$ cat config.mk
export PLATFORM = sky130hd
export DESIGN_NAME = bird_accum_flat
export DESIGN_NICKNAME = d
export VERILOG_FILES = /design/src/rtl/bird_pkg.sv /design/src/rtl/bird_accum_if.sv /design/src/rtl/bird_accum_sum.sv /design/src/rtl/bird_accum.sv /design/src/flat_wrapper.sv
export SDC_FILE = /design/constraint.sdc
export NUM_CORES = 1
export LEC_CHECK = 0
export CORE_MARGIN = 4
export CORE_UTILIZATION = 59
export DETAILED_ROUTE_END_ITERATION = 10
export PLACE_DENSITY_LB_ADDON = 0.25
export SYNTH_ARGS = -nofsm -noshare
export SYNTH_HDL_FRONTEND = slang
export SYNTH_HIERARCHICAL = 1
export SYNTH_SLANG_ARGS = --single-unit
$ cat constraint.sdc
create_clock -name clk -period 6.06 [get_ports clk]
set_input_delay 1.212 -clock clk [delete_from_list [all_inputs] [get_ports clk]]
set_output_delay 1.212 -clock clk [all_outputs]
set_load 0.05 [all_outputs]
$ cat src/rtl/bird_pkg.sv
// Shared types and constants for the bird accumulator: FSM state encoding,
// default widths and the saturation limits of a default-width accumulator.
package bird_pkg;

  localparam int WIDTH = 16;
  localparam int LEN_W = 8;

  localparam logic signed [WIDTH-1:0] SAT_MAX = {1'b0, {(WIDTH-1){1'b1}}};
  localparam logic signed [WIDTH-1:0] SAT_MIN = {1'b1, {(WIDTH-1){1'b0}}};

  typedef enum logic [1:0] {
    IDLE,
    ACCUM,
    DONE
  } state_t;

endpackage

$ cat src/rtl/bird_accum_if.sv
// Burst control, sample input stream and result output stream of bird_accum.
// The master side is the burst source/sink, the slave side is the accumulator.
interface bird_accum_if #(
  parameter int WIDTH = bird_pkg::WIDTH,
  parameter int LEN_W = bird_pkg::LEN_W
);

  logic             start;
  logic [LEN_W-1:0] len;
  logic             in_valid;
  logic             in_ready;
  logic [WIDTH-1:0] in_data;
  logic             in_of;
  logic             out_valid;
  logic             out_ready;
  logic [WIDTH-1:0] out_data;
  logic             out_of;
  logic [LEN_W-1:0] out_count;
  logic             busy;

  modport master (
    output start, len, in_valid, in_data, in_of, out_ready,
    input  in_ready, out_valid, out_data, out_of, out_count, busy
  );

  modport slave (
    input  start, len, in_valid, in_data, in_of, out_ready,
    output in_ready, out_valid, out_data, out_of, out_count, busy
  );

endinterface

$ cat src/rtl/bird_accum_sum.sv
// sum_bird: WIDTH-bit signed adder stage returning the wrapped sum and a
// signed-overflow flag (operands agree in sign, result does not).
module sum_bird #(
  parameter int WIDTH = bird_pkg::WIDTH
) (
  input  logic signed [WIDTH-1:0] a,
  input  logic signed [WIDTH-1:0] b,
  output logic signed [WIDTH-1:0] sum,
  output logic                    of_sum
);

  assign sum    = a + b;
  assign of_sum = (a[WIDTH-1] == b[WIDTH-1]) && (sum[WIDTH-1] != a[WIDTH-1]);

endmodule

$ cat src/rtl/bird_accum.sv
// bird_accum: accumulates a burst of LEN signed samples into a saturating
// total with sticky overflow. Define BIRD_ACCUM_WRAP_EN for a wrapping total.
module bird_accum
  import bird_pkg::*;
#(
  parameter int WIDTH = bird_pkg::WIDTH,
  parameter int LEN_W = bird_pkg::LEN_W
) (
  input  logic         clk,
  input  logic         reset,
  bird_accum_if.slave  bus
);

  localparam logic signed [WIDTH-1:0] sat_max = {1'b0, {(WIDTH-1){1'b1}}};
  localparam logic signed [WIDTH-1:0] sat_min = {1'b1, {(WIDTH-1){1'b0}}};

  state_t                  state;
  logic signed [WIDTH-1:0] acc;
  logic        [LEN_W-1:0] remaining;
  logic        [LEN_W-1:0] count;
  logic                    sticky;

  logic                    out_valid;
  logic signed [WIDTH-1:0] out_data;
  logic                    out_of;
  logic        [LEN_W-1:0] out_count;
  logic                    busy;

  logic signed [WIDTH-1:0] sum;
  logic                    add_of;
  logic signed [WIDTH-1:0] acc_next;
  logic                    sticky_next;
  logic        [LEN_W-1:0] count_next;

  sum_bird #(.WIDTH(WIDTH)) u_sum (
    .a      (acc),
    .b      ($signed(bus.in_data)),
    .sum    (sum),
    .of_sum (add_of)
  );

  // NOTE: every always_comb output gets a default first so no path leaves it
  // unassigned; a missing default would infer a latch.
  always_comb begin
    acc_next = sum;
`ifndef BIRD_ACCUM_WRAP_EN
    // Clamp toward the sign of the incoming sample on overflow.
    if (add_of) begin
      acc_next = bus.in_data[WIDTH-1] ? sat_min : sat_max;
    end
`endif
    sticky_next = sticky | bus.in_of | add_of;
    count_next  = count + 1'b1;
  end

  // NOTE: sequential state uses non-blocking assignments only, so every
  // register samples pre-edge values regardless of statement order.
  always_ff @(posedge clk or posedge reset) begin
    if (reset) begin
      state     <= IDLE;
      acc       <= '0;
      remaining <= '0;
      count     <= '0;
      sticky    <= 1'b0;
      out_valid <= 1'b0;
      out_data  <= '0;
      out_of    <= 1'b0;
      out_count <= '0;
      busy      <= 1'b0;
    end else begin
      case (state)
        IDLE: begin
          if (bus.start) begin
            acc       <= '0;
            remaining <= bus.len;
            count     <= '0;
            sticky    <= 1'b0;
            busy      <= 1'b1;
            if (bus.len != '0) begin
              state <= ACCUM;
            end else begin
              // Empty burst: present a zero result straight away.
              state     <= DONE;
              out_valid <= 1'b1;
              out_data  <= '0;
              out_of    <= 1'b0;
              out_count <= '0;
            end
          end
        end

        ACCUM: begin
          if (bus.in_valid) begin
            acc       <= acc_next;
            sticky    <= sticky_next;
            count     <= count_next;
            remaining <= remaining - 1'b1;
            if (remaining == LEN_W'(1)) begin
              state     <= DONE;
              out_valid <= 1'b1;
              out_data  <= acc_next;
              out_of    <= sticky_next;
              out_count <= count_next;
            end
          end
        end

        DONE: begin
          if (bus.out_ready) begin
            state     <= IDLE;
            out_valid <= 1'b0;
            out_data  <= '0;
            out_of    <= 1'b0;
            out_count <= '0;
            busy      <= 1'b0;
          end
        end

        default: begin
          state <= IDLE;
          busy  <= 1'b0;
        end
      endcase
    end
  end

  assign bus.in_ready  = (state == ACCUM);
  assign bus.out_valid = out_valid;
  assign bus.out_data  = out_data;
  assign bus.out_of    = out_of;
  assign bus.out_count = out_count;
  assign bus.busy      = busy;

endmodule

$ cat src/flat_wrapper.sv
// flat-port wrapper written by rule: the top's interface ports become plain ports
module bird_accum_flat import bird_pkg::*;
#(
  parameter int WIDTH = bird_pkg::WIDTH,
  parameter int LEN_W = bird_pkg::LEN_W
)
  (clk, reset, bus_start, bus_len, bus_in_valid, bus_in_data, bus_in_of, bus_out_ready, bus_in_ready, bus_out_valid, bus_out_data, bus_out_of, bus_out_count, bus_busy);
  bird_accum_if #(.WIDTH(WIDTH), .LEN_W(LEN_W)) bus_i ();
  input  logic clk;
  input  logic reset;
  input wire logic [$bits(bus_i.start)-1:0] bus_start;
  input wire logic [$bits(bus_i.len)-1:0] bus_len;
  input wire logic [$bits(bus_i.in_valid)-1:0] bus_in_valid;
  input wire logic [$bits(bus_i.in_data)-1:0] bus_in_data;
  input wire logic [$bits(bus_i.in_of)-1:0] bus_in_of;
  input wire logic [$bits(bus_i.out_ready)-1:0] bus_out_ready;
  output wire logic [$bits(bus_i.in_ready)-1:0] bus_in_ready;
  output wire logic [$bits(bus_i.out_valid)-1:0] bus_out_valid;
  output wire logic [$bits(bus_i.out_data)-1:0] bus_out_data;
  output wire logic [$bits(bus_i.out_of)-1:0] bus_out_of;
  output wire logic [$bits(bus_i.out_count)-1:0] bus_out_count;
  output wire logic [$bits(bus_i.busy)-1:0] bus_busy;
  assign bus_i.start = bus_start;
  assign bus_i.len = bus_len;
  assign bus_i.in_valid = bus_in_valid;
  assign bus_i.in_data = bus_in_data;
  assign bus_i.in_of = bus_in_of;
  assign bus_i.out_ready = bus_out_ready;
  assign bus_in_ready = bus_i.in_ready;
  assign bus_out_valid = bus_i.out_valid;
  assign bus_out_data = bus_i.out_data;
  assign bus_out_of = bus_i.out_of;
  assign bus_out_count = bus_i.out_count;
  assign bus_busy = bus_i.busy;
  bird_accum #(.WIDTH(WIDTH), .LEN_W(LEN_W)) u_core (.clk(clk), .reset(reset), .bus(bus_i));
endmodule
* Word level (Yosys, flattened, before mapping)
Cells that the tools add are included.
** Word-level totals
- Memory bits (read-only) :: 0
- Memories kept :: 0
- Memory bits (writable) :: 0
- Flip-flop bits (word level) :: 62
- Input bits :: 30
- Output and inout bits :: 28
- Word-level logic and storage cells :: 80
- Latch bits :: 0
** Cells by class
- $lt $le $gt $ge :: 0
- Reduce and logical (&&, ||, !) cells :: 9
- Multiply operators :: 0
- Add/subtract/negate cells :: 3
- Div/mod/pow operators :: 0
- Muxes and demuxes :: 45
- Shift operators :: 0
- Bitwise logic cells :: 3
- Equal/unequal tests :: 10
** Operators with widths (count)
- $mux 16 :: 9
- $mux 8 :: 9
- $pmux 16 s3 :: 1
- $pmux 16 s2 :: 1
- $pmux 8 s2 :: 2
- $pmux 8 s3 :: 1
- $add 16x16->16 :: 1
- $mux 1 :: 12
- $mux 2 :: 5
- $pmux 1 s3 :: 3
- $add 8x1->8 const B :: 1
- $eq 8x1->1 const B :: 1
- $ne 2x2->1 const B :: 4
- $reduce_bool 8->1 :: 1
- $sub 8x1->8 const B :: 1
- $pmux 2 s3 :: 1
- $reduce_and 3->1 :: 2
- $reduce_and 6->1 :: 1
- $reduce_and 4->1 :: 1
- $reduce_bool 3->1 :: 1
- $eq 2x1->1 const B :: 1
- $eq 2x2->1 const B :: 1
- $logic_not 2->1 :: 1
- $ne 2x1->1 const B :: 1
- other kinds (7) :: 8

* Longest topological paths before layout
Gate-level depths: netlist (run 1).
- Word-level depth :: 7
- Mapped depth :: 12
- Depth with buffers taken out :: 9

* Cells and area by module
The synthesis (run 1) kept the hierarchy.
** Modules (own cells, without submodules)
- bird_accum :: cells each 298, instances 1, area an instance 2939.1 um^2
- sum_bird :: cells each 108, instances 1, area an instance 794.5 um^2

* Least setup slack after synthesis (run 1)
Ideal clock, no wire load.
- Path type :: in2reg
- From :: input bus_in_data[4]
- To :: register u_core.out_data[0] (netlist: u_core/bus.out_data[0])
- Required time :: 5.981 ns
- Arrival time :: 3.271 ns
- Path buffers :: 2
- Setup slack :: 2.710 ns
- Setup time :: 0.079 ns
- Stages :: 10
- Cell sequence :: ha_1 a21o_1 a31o_2 o31ai_2 nand2_1 o22ai_2 clkbuf_1 clkbuf_1 o21ai_0 mux2i_1
** Between the ends
- Cells in the longest elaborated chain, start to end :: 7
** Ends and longest elaborated chain
- start, declared :: RTL line flat_wrapper.sv:14 : input wire logic [$bits(bus_i.in_data)-1:0] bus_in_data;
- $add 16x16->16 :: RTL line bird_accum_sum.sv:12 : assign sum = a + b;
- $ne 1x1->1 :: RTL line bird_accum_sum.sv:13 : assign of_sum = (a[WIDTH-1] == b[WIDTH-1]) && (sum[WIDTH-1] != a[WIDTH-1]);
- $logic_and 1x1->1 :: RTL line bird_accum_sum.sv:13
- named net u_core.add_of :: RTL line bird_accum.sv:30 : logic add_of;
- $mux 16 :: RTL line bird_accum.sv:48 : if (add_of) begin
- $mux 16 :: RTL line bird_accum.sv:98 : if (remaining == LEN_W'(1)) begin
- $mux 16 :: RTL line bird_accum.sv:93 : if (bus.in_valid) begin
- $pmux 16 s3 :: RTL line bird_accum.sv:71 : case (state)
- end signal, assigned :: RTL line bird_accum.sv:101 : out_data <= acc_next;
- end, declared :: RTL line bird_accum.sv:24 : logic signed [WIDTH-1:0] out_data;
The timed path passes the listed nets, and every way through them passes these cells. The select of a mux whose other input is x is not followed.
A chain may end at the register's enable or synchronous reset.

* Final worst setup path (run 1)
- From :: input bus_in_data[4]
- To :: register u_core.out_data[1] (netlist: u_core/bus.out_data[1])
Same word-level chain as after synthesis.

==> results of run 1 <==
## layout make-up
| cell class | instances | area (um2) |
|---|---|---|
| Tap cell | 75 | 93.8 |
| Fill cell | 444 | 1500 |
| Sequential cell | 62 | 1550 |
| Clock inverter | 5 | 81.3 |
| Timing Repair Buffer | 60 | 593 |
| Multi-Input combinational cell | 315 | 2020 |
| Inverter | 9 | 36.3 |
| Clock buffer | 11 | 151 |
## placed cells by master (no fill, tap or decap), types with 3 or more instances in the layout
| master | netlist | layout |
|---|---|---|
| xnor2_1 | 11 | 11 |
| o21a_1 | 6 | 6 |
| o22ai_1 | 3 | 3 |
| and2_1 | 4 | 4 |
| o21ai_0 | 23 | 23 |
| clkdlybuf4s50_1 | 0 | 57 |
| nand3_1 | 11 | 11 |
| mux2i_1 | 26 | 26 |
| o31ai_1 | 4 | 4 |
| inv_1 | 8 | 7 |
| a21oi_1 | 21 | 21 |
| nand2b_1 | 6 | 6 |
| a2bb2oi_1 | 3 | 3 |
| ha_1 | 18 | 18 |
| xor2_1 | 6 | 6 |
| a21o_1 | 9 | 9 |
| nand2_1 | 79 | 79 |
| clkbuf_8 | 0 | 11 |
| dfrtp_1 | 62 | 62 |
| nor2_1 | 16 | 16 |
| o21ai_1 | 33 | 33 |
| buf_4 | 2 | 3 |
| nor3_1 | 6 | 6 |
## critical path: stages
cell,delay [ns]
clkdlybuf4s50_1,0.40
ha_1,0.34
a21o_1,0.21
a31o_2,0.25
o31ai_2,0.27
nand2_1,0.14
o22ai_2,0.61
a21oi_2,0.32
o21ai_0,0.24
mux2i_1,0.13
## through the flow
| step | std cells | hold WS (ns) | total power (uW) |
|---|---|---|---|
| floorplan | 406 | 0.456 | 1700 |
| global placement | 521 | 0.463 | 2000 |
| detailed placement | 521 | 0.480 | 2040 |
| CTS | 537 | 0.499 | 2470 |
| global route | 537 | 0.524 | 2650 |
| finish | 537 | 0.498 | 2460 |
## flip-flops by register name (all words and copies together) (netlist names)
signal,cells
u_core/acc,16
u_core/bus.out_data,16
u_core/bus.out_count,8
u_core/count,8
u_core/remaining,8
u_core/state,2
u_core/bus.busy,1
u_core/bus.out_of,1
u_core/bus.out_valid,1
u_core/sticky,1
## logic make-up (layout without fill, tap and decap cells)
| family | count (synthesis) | after routing | share of synthesized area |
|---|---|---|---|
| compound gates | 118 | 118 | 0.199 |
| flops | 62 | 62 | 0.416 |
| mux | 27 | 27 | 0.0727 |
| buf+inv | 29 | 85 | 0.0469 |
| xor+xnor | 17 | 17 | 0.0399 |
| fa+ha+maj | 19 | 19 | 0.0657 |
| simple gates | 134 | 134 | 0.161 |
## report_power, final
group	total, uW	internal (uW)	switching (uW)
logic	1330	500	825
clock network	416	254	162
registers	720	578	142
total	2460	1330	1130
## metal layers
metal / GRT usage / wire length [um] / up-vias
li1: - / - / 1537
met1: 0.332 / 3880 / 1499
met2: 0.388 / 4190 / 83
met3: 0.0583 / 495 / 8
met4: 0.0837 / 85 / 0
met5: 0 / 0 / -
## worst max path at each step
stage | start | to | depth (start not counted)
CTS | bus_in_data[4] | u_core/bus.out_data[13] | 10
finish | bus_in_data[4] | u_core/bus.out_data[1] | 10
floorplan | bus_in_data[4] | u_core/bus.out_data[0] | 10
detailed placement | bus_in_data[4] | u_core/bus.out_data[13] | 10
global placement | bus_in_data[4] | u_core/bus.out_data[13] | 10
global route | bus_in_data[13] | u_core/bus.out_data[10] | 10
==> reports/qor.csv, run 1 <==
stage;metric;value;unit
status;status;finished, final reports clean;
power_and_ir_drop;p_leak;0.00194;uW
die;ios;58;
die;die_h;87.6;um
power_and_ir_drop;powerDensity;544;nW/um2
global_routing;track_usage;0.245;
yosys;synthDistinctLibCells;50;
cells_and_area;nets;506;
setup_path;rr_endpoint;u_core/bus.out_data[1];
yosys;avgSynthCellArea;9.20;um2
global_routing;antenna_found_initial;0;
yosys;ys.flop_type;dfrtp_1;
cells_and_area;area_growth_syn_to_layout;21.2;%
yosys;async_flop_share;1.00;
cts;clock_path_buffers;2;
yosys;seq_area_frac_synth;0.416;
setup_path;cp_max_fo;18;
yosys;yosysWarnings;6;
cts;cts-root-buf;clkbuf_8;
cts;path_clk_slew;0.07;ns
cts;clkSinkCount;62;
timing;worst_slew_pin_slew;1.13;ns
route;routed_via_density;5.82;
yosys;synth_top_area_frac;0.416;
die;initial_core_util;0.620;
timing;period_needed;3.94;ns
route;drc;0;
timing;hold_viol;0;
cells_and_area;drive_gt1_frac;0.0736;
yosys;synth_nets;455;
route;detail_route.first_pass.iterations;4;
cells_and_area;utilization;0.751;
setup_path;end_kind;flop;
placed_design;port_buffers;57;
timing;setup_ws;2.12;ns
placed_design;gp_congestion;0.880;
timing;rsz0062_at_grt;false;
setup_path;critPathArrivalTime;4.14;ns
placed_design;dp_hpwl;6210;um
setup_path;critical_path_required;6.26;ns
yosys;synth.most_common_cell;nand2_1;
cts;post-cts-setup-buffer-count;0;
global_routing;grt_pass1_vias;3170;
setup_path;startpoint_type;input pin;
hold_path;hold_path_class;reg2reg;
timing;relSlewSlack;0.246;
hold_path;min_from;u_core/sticky;
timing;fmax;254;MHz
global_routing;grt_max_degree;63;
setup_path;r2r_start;u_core/acc[4];
yosys;synth_edf_count;0;
die;rows;28;
cells_and_area;design_area;4530;um2
yosys;postSynthCellCount;406;
yosys;syn_area;3730;um2
setup_path;path_class;in2reg;
cts;cts_hold_buffers;0;
placed_design;place_ws;1.80;ns
cts;cts_tree;built;
timing;setup_viol;0;
die;dieArea;7670;um2
setup_path;ff2ff_setup_slack;2.97;ns
setup_path;reg2regPathDepth;9;
route;route.vias.total;3127;
cells_and_area;antenna_cells;0;
route;wl_per_cell;16.1;um
placed_design;dpl_cell_area;4290;um2
timing;fin_skew;0.00670;ns
die;core;6030;um2
cts;cts_made_buffers;9;
power_and_ir_drop;peakVddDrop;380;uV
hold_path;whs_path_depth;2;
route;initialDrtViolationCount;224;
cts;cts.repair.resized;0;
yosys;synth_top_area_cell;dfrtp_1;
timing;drv_slew;0;
timing;finalCritPeriodShare;0.650;
route;drtAntennaViolNets;0;
yosys;synth_area_leaders;dfrtp_1, nand2_1, mux2i_1;
hold_path;min_to;u_core/sticky;
die;dieWidth;87.6;um
yosys;ys_seq_elements;62;
cts;worstSkewPairLatency;0.34;ns
yosys;netlist_top_cells_count;nand2_1, dfrtp_1, o21ai_1;
route;wl;8650;um
flow_run;drv_cap;0;
global_routing;grt_pass1_wl;14800;um
cts;htreeDepth;3;
global_routing;grt_overflow;0;
timing;tns;0;ns
(Power assumes the default switching activity.)
==> inputs of run 2 (changes only) <==
CORE_UTILIZATION = 54   (was 59)
clock period = 4.12 ns   (was 6.06 ns; I/O delays follow)
==> run 2 against run 1 <==
  * Register-to-register slack worse by 1.6 ns
  * Critical path depth down 7
  * Non-clock buffer count up 3
  * Clock skew up 0.0021 ns
  * Sequential power up 47%
  * Die area up 8.4%
  * First-iteration DRC count down 17%
  * Setup slack worse by 1.4 ns
  * Global-route usage down 2.3 points
  * Final area up 1.2%
  * Power up 50%
==> reports/qor.csv, run 2 (synthesized netlist as in run 1, its figures left out) <==
stage;metric;value;unit;change
die;rows;30;;was 28
global_routing;grt_pass1_vias;3072;;was 3170
power_and_ir_drop;finalPower;3680;uW;was 2460 uW
timing;relSlewSlack;0.256;;was 0.246
power_and_ir_drop;p_leak;0.00196;uW;was 0.00194 uW
cts;cts_hold_buffers;0;;unchanged
die;core;6760;um2;was 6030 um2
cts;htreeDepth;3;;unchanged
global_routing;track_usage;0.222;;was 0.245
timing;rsz0062_at_grt;false;;unchanged
cts;clkSinkCount;62;;unchanged
die;dieWidth;91.2;um;was 87.6 um
placed_design;gp_congestion;0.852;;was 0.880
flow_run;drv_cap;0;;unchanged
timing;fmax;298;MHz;
setup_path;critical_path_required;3.30;ns;was 6.26 ns
setup_path;cp_cell_sequence;nand2b_1, inv_4, clkdlybuf4s50_1;;was clkdlybuf4s50_1, ha_1, a21o_1, a31o_2, o31ai_2, nand2_1, o22ai_2, a21oi_2, o21ai_0, mux2i_1
route;detail_route.first_pass.iterations;4;;unchanged
route;route.vias.total;3097;;was 3127
cells_and_area;drive_gt1_frac;0.0796;;was 0.0736
cells_and_area;antenna_cells;0;;unchanged
timing;hold_viol;0;;unchanged
global_routing;grt_overflow;0;;unchanged
timing;fin_skew;0.00883;ns;was 0.00670 ns
setup_path;cp_max_fo;27;;was 18
status;status;finished, final reports clean;;unchanged
die;dieArea;8310;um2;was 7670 um2
cts;cts.repair.resized;0;;unchanged
timing;drv_slew;0;;unchanged
global_routing;antenna_found_initial;0;;unchanged
setup_path;slowest_stage;clkdlybuf4s50_1;;was o22ai_2
setup_path;slowest_delay;0.86;ns;was 0.61 ns
route;drc;0;;unchanged
cts;path_clk_slew;0.07;ns;about the same
timing;setup_ws;0.760;ns;was 2.12 ns
setup_path;ff2ff_setup_slack;1.33;ns;was 2.97 ns
global_routing;grt_max_degree;63;;unchanged
cts;cts-root-buf;clkbuf_8;;unchanged
cts;post-cts-setup-buffer-count;0;;unchanged
power_and_ir_drop;peakVddDrop;531;uV;was 380 uV
placed_design;port_buffers;57;;unchanged
timing;finalCritPeriodShare;0.815;;
timing;tns;0;ns;unchanged
die;ios;58;;unchanged
setup_path;path_class;reg2out;;was in2reg
route;initialDrtViolationCount;187;;was 224
hold_path;hold_path_class;reg2reg;;unchanged
cts;clock_path_buffers;2;;unchanged
die;initial_core_util;0.553;;was 0.620
setup_path;crit_family;buffers and inverters;;was compound AO/OA/AOI/OAI gates
cells_and_area;area_growth_syn_to_layout;22.7;%;was 21.2%
power_and_ir_drop;powerDensity;804;nW/um2;was 544 nW/um2
setup_path;startpoint_type;flop;;was input pin
setup_path;critPathArrivalTime;2.54;ns;was 4.14 ns
route;routed_via_density;5.68;;was 5.82
route;wl;8450;um;was 8650 um
cells_and_area;nets;509;;was 506
route;wl_per_cell;15.5;um;was 16.1 um
cts;worstSkewPairLatency;0.34;ns;about the same
timing;worst_slew_pin_slew;1.11;ns;was 1.13 ns
timing;period_needed;3.36;ns;
timing;setup_viol;0;;unchanged
global_routing;grt_pass1_wl;14900;um;was 14800 um
cells_and_area;final_common_cell;nand2_1;;unchanged
cts;cts_tree;built;;unchanged
cells_and_area;most-common-layout-cells;nand2_1, dfrtp_1, clkdlybuf4s50_1;;unchanged
setup_path;end_kind;primary output;;was flop
route;drtAntennaViolNets;0;;unchanged
setup_path;crit_buf_inv;2;;was 1
placed_design;place_ws;0.527;ns;was 1.80 ns
placed_design;dp_hpwl;6050;um;was 6210 um
die;die_h;91.2;um;was 87.6 um
cells_and_area;reg_top3;u_core/acc x16, u_core/bus.out_data x16;;unchanged
cts;cts_made_buffers;9;;unchanged
==> run 2: cell count changes in the layout (fill, tap and decap cells not counted) <==
cell / change
clkinv_2: +1
buf_4: +2
bufinv_16: +1
buf_12: +1
clkbuf_8: -1
clkinvlp_4: -1
==> run 2: where the power goes <==
part	internal (uW)	switching [uW]
Clock	417	243
Sequential	851	207
Combinational	752	1210
Total	2020	1660
==> run 2: per-stage QoR <==
| step | utilization | hold slack, ns | std cells | area (um2) |
|---|---|---|---|---|
| after detailed placement | 0.641 | 0.465 | 529 | 4330 |
| after global routing | 0.678 | 0.525 | 545 | 4580 |
| after CTS | 0.678 | 0.494 | 545 | 4580 |
| after floorplan | - | 0.456 | 406 | 3730 |
| after global placement | 0.641 | 0.470 | 529 | 4330 |
| final | 0.678 | 0.493 | 545 | 4580 |
==> run 2: worst register-to-register path: stages, from the launching register on <==
cell and delay [ns]:
dfrtp_1 0.39, ha_1 0.43, nand4_1 0.23, a2111oi_4 0.34, o31ai_2 0.13, nand2_1 0.12
o22ai_2 0.12, a21oi_2 0.51, o21ai_0 0.25, mux2i_1 0.19
==> run 2: final cells by class <==
type / count / area, um2
fillers: 557 / 2180
flip-flops and latches: 62 / 1550
well taps: 80 / 100
clock buffers: 10 / 138
clock inverters: 6 / 109
repair buffers: 63 / 628
inverters: 9 / 36.3
multi-input cells: 315 / 2020
==> run 2: worst paths after layout <==
| check | startpoint | to | cells past startpoint |
|---|---|---|---|
| hold / removal | u_core/bus.out_valid | u_core/bus.out_valid | 1 |
| min in group asynchronous | reset | u_core/bus.out_count[1] | 3 |
| hold reg to reg | u_core/bus.out_valid | u_core/bus.out_valid | 1 |
| setup / recovery | u_core/state[1] | bus_in_ready | 3 |
| setup reg to reg | u_core/acc[13] | u_core/bus.out_data[14] | 9 |
| max in group asynchronous | reset | u_core/bus.out_data[10] | 3 |
==> run 2: metal layers <==
layer | routed length (um) | vias to the layer above | GRT usage
li1 | - | 1538 | -
met1 | 3950 | 1463 | 0.299
met2 | 3940 | 88 | 0.352
met3 | 490 | 8 | 0.0746
met4 | 74 | 0 | 0.0415
met5 | 0 | - | 0
==> inputs of run 3 (changes only) <==
clock period = 3.4 ns   (was 4.12 ns; I/O delays follow)
==> run 3 against run 2 <==
  * Critical path depth up 7
  * Global-route usage decreased by 0.66 points
  * Non-clock buffer count rose by 4
  * Critical path type is now in2reg
  * Cell count increased by 0.73%
  * Sequential cell count unchanged
  * Critical endpoint is now u_core/bus.out_data[11]
  * Largest power group unchanged
  * Power up 19%
  * Largest cell class unchanged
  * Clock power is 7.9% higher
  * Register-to-register slack got worse by 0.53 ns
==> reports/qor.csv, run 3 (synthesized netlist as in run 1, its figures left out) <==
stage;metric;value;unit;change
flow_run;drv_cap;0;;unchanged
cells_and_area;final_common_cell;nand2_1;;unchanged
setup_path;cp_cell_sequence;clkdlybuf4s50_1, ha_1, nand4_1, a2111oi_4, o31ai_2, nand2_1, o22ai_2, buf_4, o21ai_0, mux2i_1;;was nand2b_1, inv_4, clkdlybuf4s50_1
route;detail_route.first_pass.iterations;5;;was 4
global_routing;antenna_found_initial;0;;unchanged
placed_design;dp_hpwl;5970;um;was 6050 um
placed_design;dpl_cell_area;4350;um2;was 4330 um2
cells_and_area;area_growth_syn_to_layout;22.3;%;was 22.7%
timing;setup_viol;0;;unchanged
die;core;6760;um2;unchanged
placed_design;port_buffers;57;;unchanged
setup_path;cp_max_fo;16;;was 27
die;rows;30;;unchanged
cells_and_area;fill_cells;554;;was 557
power_and_ir_drop;p_leak;0.00196;uW;about the same
timing;period_needed;2.97;ns;
cts;cts_hold_buffers;0;;unchanged
power_and_ir_drop;p_comb_frac;0.547;;was 0.534
timing;relSlewSlack;0.476;;was 0.256
cts;cts-root-buf;clkbuf_8;;unchanged
timing;fin_skew;0.00639;ns;was 0.00883 ns
cts;htreeDepth;3;;unchanged
route;drc;0;;unchanged
timing;hold_ws;0.486;ns;was 0.493 ns
power_and_ir_drop;power_switching;1980;uW;was 1660 uW
hold_path;hold_path_class;reg2reg;;unchanged
global_routing;track_usage;0.215;;was 0.222
power_and_ir_drop;clkPwrFrac;0.163;;was 0.179
setup_path;startpoint_type;input pin;;was flop
setup_path;crit_buf_inv;2;;unchanged
status;status;finished, final reports clean;;unchanged
cts;worstSkewPairLatency;0.33;ns;was 0.34 ns
setup_path;end_kind;flop;;was primary output
route;route.vias.total;3178;;was 3097
setup_path;critPathArrivalTime;3.15;ns;was 2.54 ns
cts;cts_made_buffers;9;;unchanged
global_routing;grt_overflow;0;;unchanged
timing;fmax;337;MHz;
cells_and_area;most-common-layout-cells;nand2_1, dfrtp_1, clkdlybuf4s50_1;;unchanged
cts;post-cts-setup-buffer-count;0;;unchanged
cts;cts_tree;built;;unchanged
die;ios;58;;unchanged
cts;cts.repair.resized;0;;unchanged
cts;clkSinkCount;62;;unchanged
timing;finalCritPeriodShare;0.872;;
placed_design;gp_congestion;0.890;;was 0.852
die;initial_core_util;0.553;;unchanged
timing;drv_slew;0;;unchanged
global_routing;grt_pass1_vias;3154;;was 3072
route;initialDrtViolationCount;248;;was 187
route;drtAntennaViolNets;0;;unchanged
cells_and_area;antenna_cells;0;;unchanged
cts;clock_path_buffers;2;;unchanged
power_and_ir_drop;intPower;2390;uW;was 2020 uW
setup_path;path_class;in2reg;;was reg2out
setup_path;critical_path_required;3.59;ns;was 3.30 ns
power_and_ir_drop;power_frac_seq;0.290;;was 0.287
power_and_ir_drop;switching_share;0.453;;was 0.451
global_routing;grt_max_degree;63;;unchanged
die;dieArea;8310;um2;unchanged
timing;hold_viol;0;;unchanged
power_and_ir_drop;peakVddDrop;479;uV;was 531 uV
timing;worst_slew_pin_slew;0.786;ns;was 1.11 ns
power_and_ir_drop;powerDensity;957;nW/um2;was 804 nW/um2
cells_and_area;reg_top3;u_core/acc x16, u_core/bus.out_data x16;;unchanged
die;dieWidth;91.2;um;unchanged
cells_and_area;drive_gt1_frac;0.0832;;was 0.0796
timing;tns;0;ns;unchanged
setup_path;slowest_stage;clkdlybuf4s50_1;;unchanged
route;wl_per_cell;15.6;um;was 15.5 um
timing;rsz0062_at_grt;false;;unchanged
cells_and_area;nets;513;;was 509
die;die_h;91.2;um;unchanged
cts;path_clk_slew;0.07;ns;about the same
route;routed_via_density;5.79;;was 5.68
cells_and_area;design_area;4570;um2;was 4580 um2
setup_path;slowest_delay;0.40;ns;was 0.86 ns
setup_path;crit_family;compound AO/OA/AOI/OAI gates;;was buffers and inverters
route;wl;8570;um;was 8450 um
global_routing;grt_pass1_wl;14800;um;was 14900 um
==> run 3: cell count changes in the layout (fill, tap and decap cells not counted), sizes merged <==
| cell | delta |
|---|---|
| buf | +4 |
| clkbuf | +2 |
| bufinv | -1 |
| clkinv | -1 |
==> run 3: power groups by stage <==
stage / Sequential (uW) / Clock (uW) / Combinational [uW]
2_1_floorplan: 1540 / 0 / 1500
5_1_grt: 1310 / 763 / 2640
3_5_place_dp: 1280 / 0 / 2370
3_3_place_gp: 1270 / 0 / 2310
4_1_cts: 1270 / 727 / 2390
6_report: 1270 / 712 / 2390
==> run 3: stage by stage <==
step | instances | total power [uW] | worst slack, ns | util
2_1_floorplan | 406 | 3040 | 0.582 | -
3_3_place_gp | 533 | 3580 | 0.224 | 0.644
3_5_place_dp | 533 | 3650 | 0.126 | 0.644
4_1_cts | 549 | 4390 | 0.460 | 0.676
5_1_grt | 549 | 4710 | 0.351 | 0.676
6_report | 549 | 4370 | 0.434 | 0.676
==> run 3: layer usage <==
metal,vias up,global-route usage,routed length [um]
met3,16,0.0381,505
met4,0,0.0766,130
met2,113,0.331,3920
met1,1499,0.306,4010
met5,-,0,0
li1,1550,-,-
==> run 3: worst paths after layout <==
kind / from / endpoint / slack (ns) / cells past startpoint
worst max-delay path: bus_in_data[12] / u_core/bus.out_data[11] / 0.43 / 10
worst min-delay path: u_core/bus.out_valid / u_core/bus.out_valid / 0.49 / 1
worst max register to register: u_core/acc[12] / u_core/bus.out_data[11] / 0.80 / 9
worst min register to register: u_core/bus.out_valid / u_core/bus.out_valid / 0.49 / 1
max in group asynchronous: reset / u_core/acc[0] / 1.98 / 3
min in group asynchronous: reset / u_core/bus.out_count[0] / 0.89 / 3
==> run 3: area by class of cell <==
type                    instances  area (um2)  share of cell area
multi-input cells             315        2020               0.442
flip-flops and latches         62        1550               0.340
repair buffers                 67         646               0.141
clock buffers                  12         145              0.0318
well taps                      80         100              0.0219
clock inverters                 4        70.1              0.0153
inverters                       9        36.3             0.00795
==> RTL edit 1 (settings of run 2) <==
Make the reset (`reset`) synchronous in one clocked block.
--- a/src/rtl/bird_accum.sv
+++ b/src/rtl/bird_accum.sv
@@ -55,7 +55,7 @@
 
   // NOTE: sequential state uses non-blocking assignments only, so every
   // register samples pre-edge values regardless of statement order.
-  always_ff @(posedge clk or posedge reset) begin
+  always_ff @(posedge clk) begin
     if (reset) begin
       state     <= IDLE;
       acc       <= '0;
Formal check against the unedited RTL: differs if reset is asserted again (counterexample within 4 cycles, from zero or initial values and one cycle with reset high); with reset held inactive, the same outputs for 4 cycles.
==> RTL edit 1 against run 2 <==
Non-clock buffer count increased by 2. Final area is 3.1% lower. Critical path type is now in2reg. Wire length grew 3.9%. Global-route usage down 0.97 points. Highest routed layer unchanged. Sequential cell count stayed put. Setup slack worse by 0.33 ns. Count of clock-buffer cells in the layout is 1 higher. Synthesized area shrank 1.3%.
Power is not compared: it rests on default switching activity, and its combinational part moved more than twofold at a synthesized area within 25%.
==> RTL edit 1: results (changes against run 2) <==
| Metric | Value |
|---|---|
| Adder-cell share of the synthesized area | `0.0666 (+0.000892)` |
| WL met3 | `465 um (-5.1%)` |
| Beginning of the worst hold path | `u_core/bus.out_data[3]` |
| Worst-case clock buffer depth | `2 (unchanged)` |
| Crit-path slowest cell | `and2_1` |
| Post-DP Area | `0.00425 mm^2 (-1.9%)` |
| Met2 wire length | `4320 um (+9.7%)` |
| Number of global-route vias before repair | `3282 (+6.8%)` |
| WL per Instance | `14.9 um (-4.2%)` |
| Placement Setup Slack | `0.156 ns (-0.372 ns)` |
| Largest net degree at the start of global routing | `39 (-38%)` |
| Multi-input gate area | `0.00224 mm^2 (+11%)` |
| Synthesized Nets | `513 (+13%)` |
| Global routing usage on met1 | `0.256 (-0.0434)` |
| Insertion delay to the later sink of the worst-skew pair | `0.33 ns` |
| Register area share after synthesis | `0.337 (-0.0786)` |
| Final-layout clock buffer total | `11 (+1)` |
| R2R depth | `11 (+2)` |
| Synth top cells by count | `nand2_1, dfxtp_1, a21oi_1` |
| R2r endpoint | `u_core/bus.out_data[13]` |
| Status | `finished clean` |
| Global routing usage on met2 | `0.376 (+0.0236)` |
| Non-clock buffers | `65 (+3.2%)` |
| Hold path depth | `2 (+1)` |
| Inverters | `11 (+2)` |
| Placed cells | `576 (+8.9%)` |
| Data arrival, critical path | `3.89 ns (+1.35 ns)` |
| Max incr delay on CP | `0.55 ns (-0.31 ns)` |
| Gr usage total | `0.212 (-0.00966)` |
| Multi-input gate count | `361 (+15%)` |
| Netlist cell types | `62 (+24%)` |
| Syn Inst Count | `464 (+14%)` |
| Ys flop type | `dfxtp_1` |
| FFs w/ async S/R, synth | `0 (-1.00)` |
| Wire length of the first global-routing pass | `14600 um (-1.9%)` |
| Vias | `3499 (+13%)` |
| Hold_ws | `0.457 ns (-0.0357 ns)` |
| NumNets Final | `559 (+9.8%)` |
| Worst Hold End | `u_core/bus.out_data[3]` |
| WL met1 | `3910 um (-0.84%)` |
| DR iter-0 viols | `159 (-15%)` |
| Crit-path max FO | `15 (-44%)` |
| Mux cell area share after synthesis | `0.0819 (+0.00914)` |
| Hpwl dp | `6210 um (+2.7%)` |
| Core region area | `0.00649 mm^2 (-3.9%)` |
| Reg-to-reg slack, setup | `1.01 ns (-0.32 ns)` |
| Complex-gate fraction of the synthesized area | `0.190 (-0.00885)` |
| Design Power | `roughly 1.8 mW` |
| Largest cells by area after synthesis | `dfxtp_1, nand2_1, mux2i_1` |
| Data buffer area share | `0.142 (+0.00493)` |
| Slew @ Worst Pin | `0.788 ns (-0.323 ns)` |
| Clock buf/inv share | `0.0426 (-0.0113)` |
| Seq area share | `0.280 (-0.0591)` |
| Gp weighted congestion | `0.929 (+9.0%)` |
| Finished Core Util | `0.683 (+0.00553)` |
| Pre-Repair DR Iteration Count | `5 (+1)` |
| Largest delay share family, worst path | `compound AO/OA/AOI/OAI gates` |
## RTL edit 1: changes by cell type after synthesis, moves of 5 or more
cell             run 2  this run
dfrtp_1             62         0
a21oi_1             21        42
nor4_1               2         7
nand2_1             79        88
nor2_1              16        38
o21ai_1             33         4
a31oi_1              1         7
clkbuf_1             7        20
o21a_1               6         1
o21ai_0             23        14
nor3_1               6        20
dfxtp_1              0        62
## RTL edit 1: how the worst max path moves through the flow
stage,to,start,slack [ns],cells after the start
4_1_cts,u_core/bus.out_data[13],bus_in_data[4],0.50,12
3_5_place_dp,u_core/bus.out_data[13],bus_in_data[4],0.16,12
6_report,u_core/bus.out_data[13],bus_in_data[4],0.44,12
5_1_grt,u_core/bus.out_data[14],bus_in_data[4],0.24,12
3_3_place_gp,u_core/bus.out_data[7],bus_in_data[4],0.27,12
2_1_floorplan,u_core/acc[10],bus_in_data[4],0.64,14
==> RTL edit 2 (flow settings as in run 2) <==
Without the edit above. Add a define of `BIRD_ACCUM_WRAP_EN`.
--- a/src/rtl/bird_accum.sv
+++ b/src/rtl/bird_accum.sv
@@ -1,5 +1,7 @@
 // bird_accum: accumulates a burst of LEN signed samples into a saturating
 // total with sticky overflow. Define BIRD_ACCUM_WRAP_EN for a wrapping total.
+`define BIRD_ACCUM_WRAP_EN
+
 module bird_accum
   import bird_pkg::*;
 #(
Function: changed (a bounded check fails within 4 cycles, from zero or initial values and one cycle with reset high).
==> RTL edit 2 against run 2 <==
Synthesized cell count decreased by 1.2%. Clock power decreased by 8.6%. Maximum frequency increased by 5.1%. Via count increased by 5.8%. Total power decreased by 19%. Die area decreased by 1.3%. Wire length increased by 7.0%. Synthesized area decreased by 1.4%. Clock skew increased by 0.0028 ns. Cell count decreased by 1.3%. Sequential power decreased by 12%. Setup slack improved by 0.16 ns. Final area decreased by 0.98%. Sequential cell count unchanged. Largest cell class unchanged.
==> RTL edit 2: results (changes against run 2) <==
| Metric | Value |
|---|---|
| Worst setup path start | `u_core/state[0]` |
| DR iter-0 viols | `260 (+39%)` |
| R2R depth | `8 (-1)` |
| Period utilisation layout | `0.776 (-0.0396)` |
| Final Skew | `0.0116 ns (+0.00277 ns)` |
| Adder-cell share of the synthesized area | `0.0666 (+0.000960)` |
| Largest net degree at the start of global routing | `40 (-37%)` |
| Leakage | `1.98 nW (+0.97%)` |
| Synthesized Nets | `450 (-1.1%)` |
| Filler cell count | `496 (-11%)` |
| Synth Area in XOR/XNOR | `0.0476 (+0.00772)` |
| Seq area share | `0.342 (+0.00336)` |
| Multi-input gate share of total cell area | `0.444 (+0.00327)` |
| Wire length of the first global-routing pass | `15500 um (+4.2%)` |
| Cts bufs inserted | `9 (unchanged)` |
| Netlist cell types | `55 (+10%)` |
| Syn Inst Count | `401 (-1.2%)` |
| Gp weighted congestion | `0.935 (+9.7%)` |
| Largest cells by area after synthesis | `dfrtp_1, nand2_1, ha_1` |
| Reg-to-reg slack, setup | `1.67 ns (+0.34 ns)` |
| VDD IR-drop max | `0.000394 V (-26%)` |
| Met3 Use GR | `0.0608 (-0.0137)` |
| Flops & latches, synth | `62 (unchanged)` |
| Inverters | `10 (+1)` |
| Hpwl dp | `6400 um (+5.9%)` |
| Status | `finished clean` |
| Met2 wire length | `4260 um (+8.1%)` |
| Placed cells | `522 (-1.3%)` |
| Register area share after synthesis | `0.422 (+0.00608)` |
| Gr usage total | `0.233 (+0.0107)` |
| WL met3 | `577 um (+18%)` |
| DR vias/cell | `6.09 (+7.2%)` |
| Synth top cells by count | `nand2_1, dfrtp_1, nand3_1` |
| N_taps | `77 (-3.8%)` |
| Reg2reg start | `u_core/acc[4]` |
| R2r endpoint | `u_core/bus.out_of` |
| Sw frac | `0.451 (-0.000797)` |
| Worst setup path endpoint | `bus_in_ready` |
| WL per Instance | `16.8 um (+8.4%)` |
| Placement Setup Slack | `0.844 ns (+0.316 ns)` |
| Data arrival, critical path | `2.37 ns (-0.17 ns)` |
| Data buffer area share | `0.136 (-0.00140)` |
| Pre-Repair DR Iteration Count | `5 (+1)` |
| Area growth syn-to-layout | `23.3%` |
| Slew @ Worst Pin | `0.956 ns (-0.156 ns)` |
| Global routing usage on met2 | `0.361 (+0.00940)` |
| WL final | `9040 um (+7.0%)` |
| Post-DP Area | `0.00431 mm^2 (-0.46%)` |
| NumNets Final | `505 (-0.79%)` |
| Number of global-route vias before repair | `3183 (+3.6%)` |
| Global routing usage on met1 | `0.322 (+0.0232)` |
| Mux cell area share after synthesis | `0.0381 (-0.0346)` |
| Share of cells above drive strength 1 | `0.0889 (+0.00937)` |
| Multi-input gate count | `310 (-1.6%)` |
| WL met1 | `4100 um (+3.8%)` |
| Complex-gate fraction of the synthesized area | `0.201 (+0.00257)` |
[RTL edit 2: power groups by stage]
stage	clock [mW]	sequential, mW	combinational, mW
after floorplan	0	0.990	0.976
after global placement	0	0.931	1.39
after detailed placement	0	0.939	1.41
after CTS	0.617	0.931	1.42
after global routing	0.645	0.955	1.57
final	0.603	0.932	1.43
[RTL edit 2: worst min-delay path by stage]
| stage | from | endpoint | slack [ns] | cells past startpoint |
|---|---|---|---|---|
| detailed placement | u_core/acc[9] | u_core/acc[9] | 0.46 | 2 |
| global route | u_core/acc[9] | u_core/acc[9] | 0.50 | 2 |
| global placement | u_core/acc[3] | u_core/acc[3] | 0.46 | 2 |
| floorplan | u_core/sticky | u_core/sticky | 0.44 | 2 |
| finish | u_core/acc[9] | u_core/acc[9] | 0.48 | 2 |
| CTS | u_core/acc[9] | u_core/acc[9] | 0.48 | 2 |
[RTL edit 2: worst max-delay path, stage by stage (launching register included)]
cell,delay [ns]
dfrtp_1,0.65
nand2b_1,0.35
inv_1,0.19
clkdlybuf4s50_1,0.83
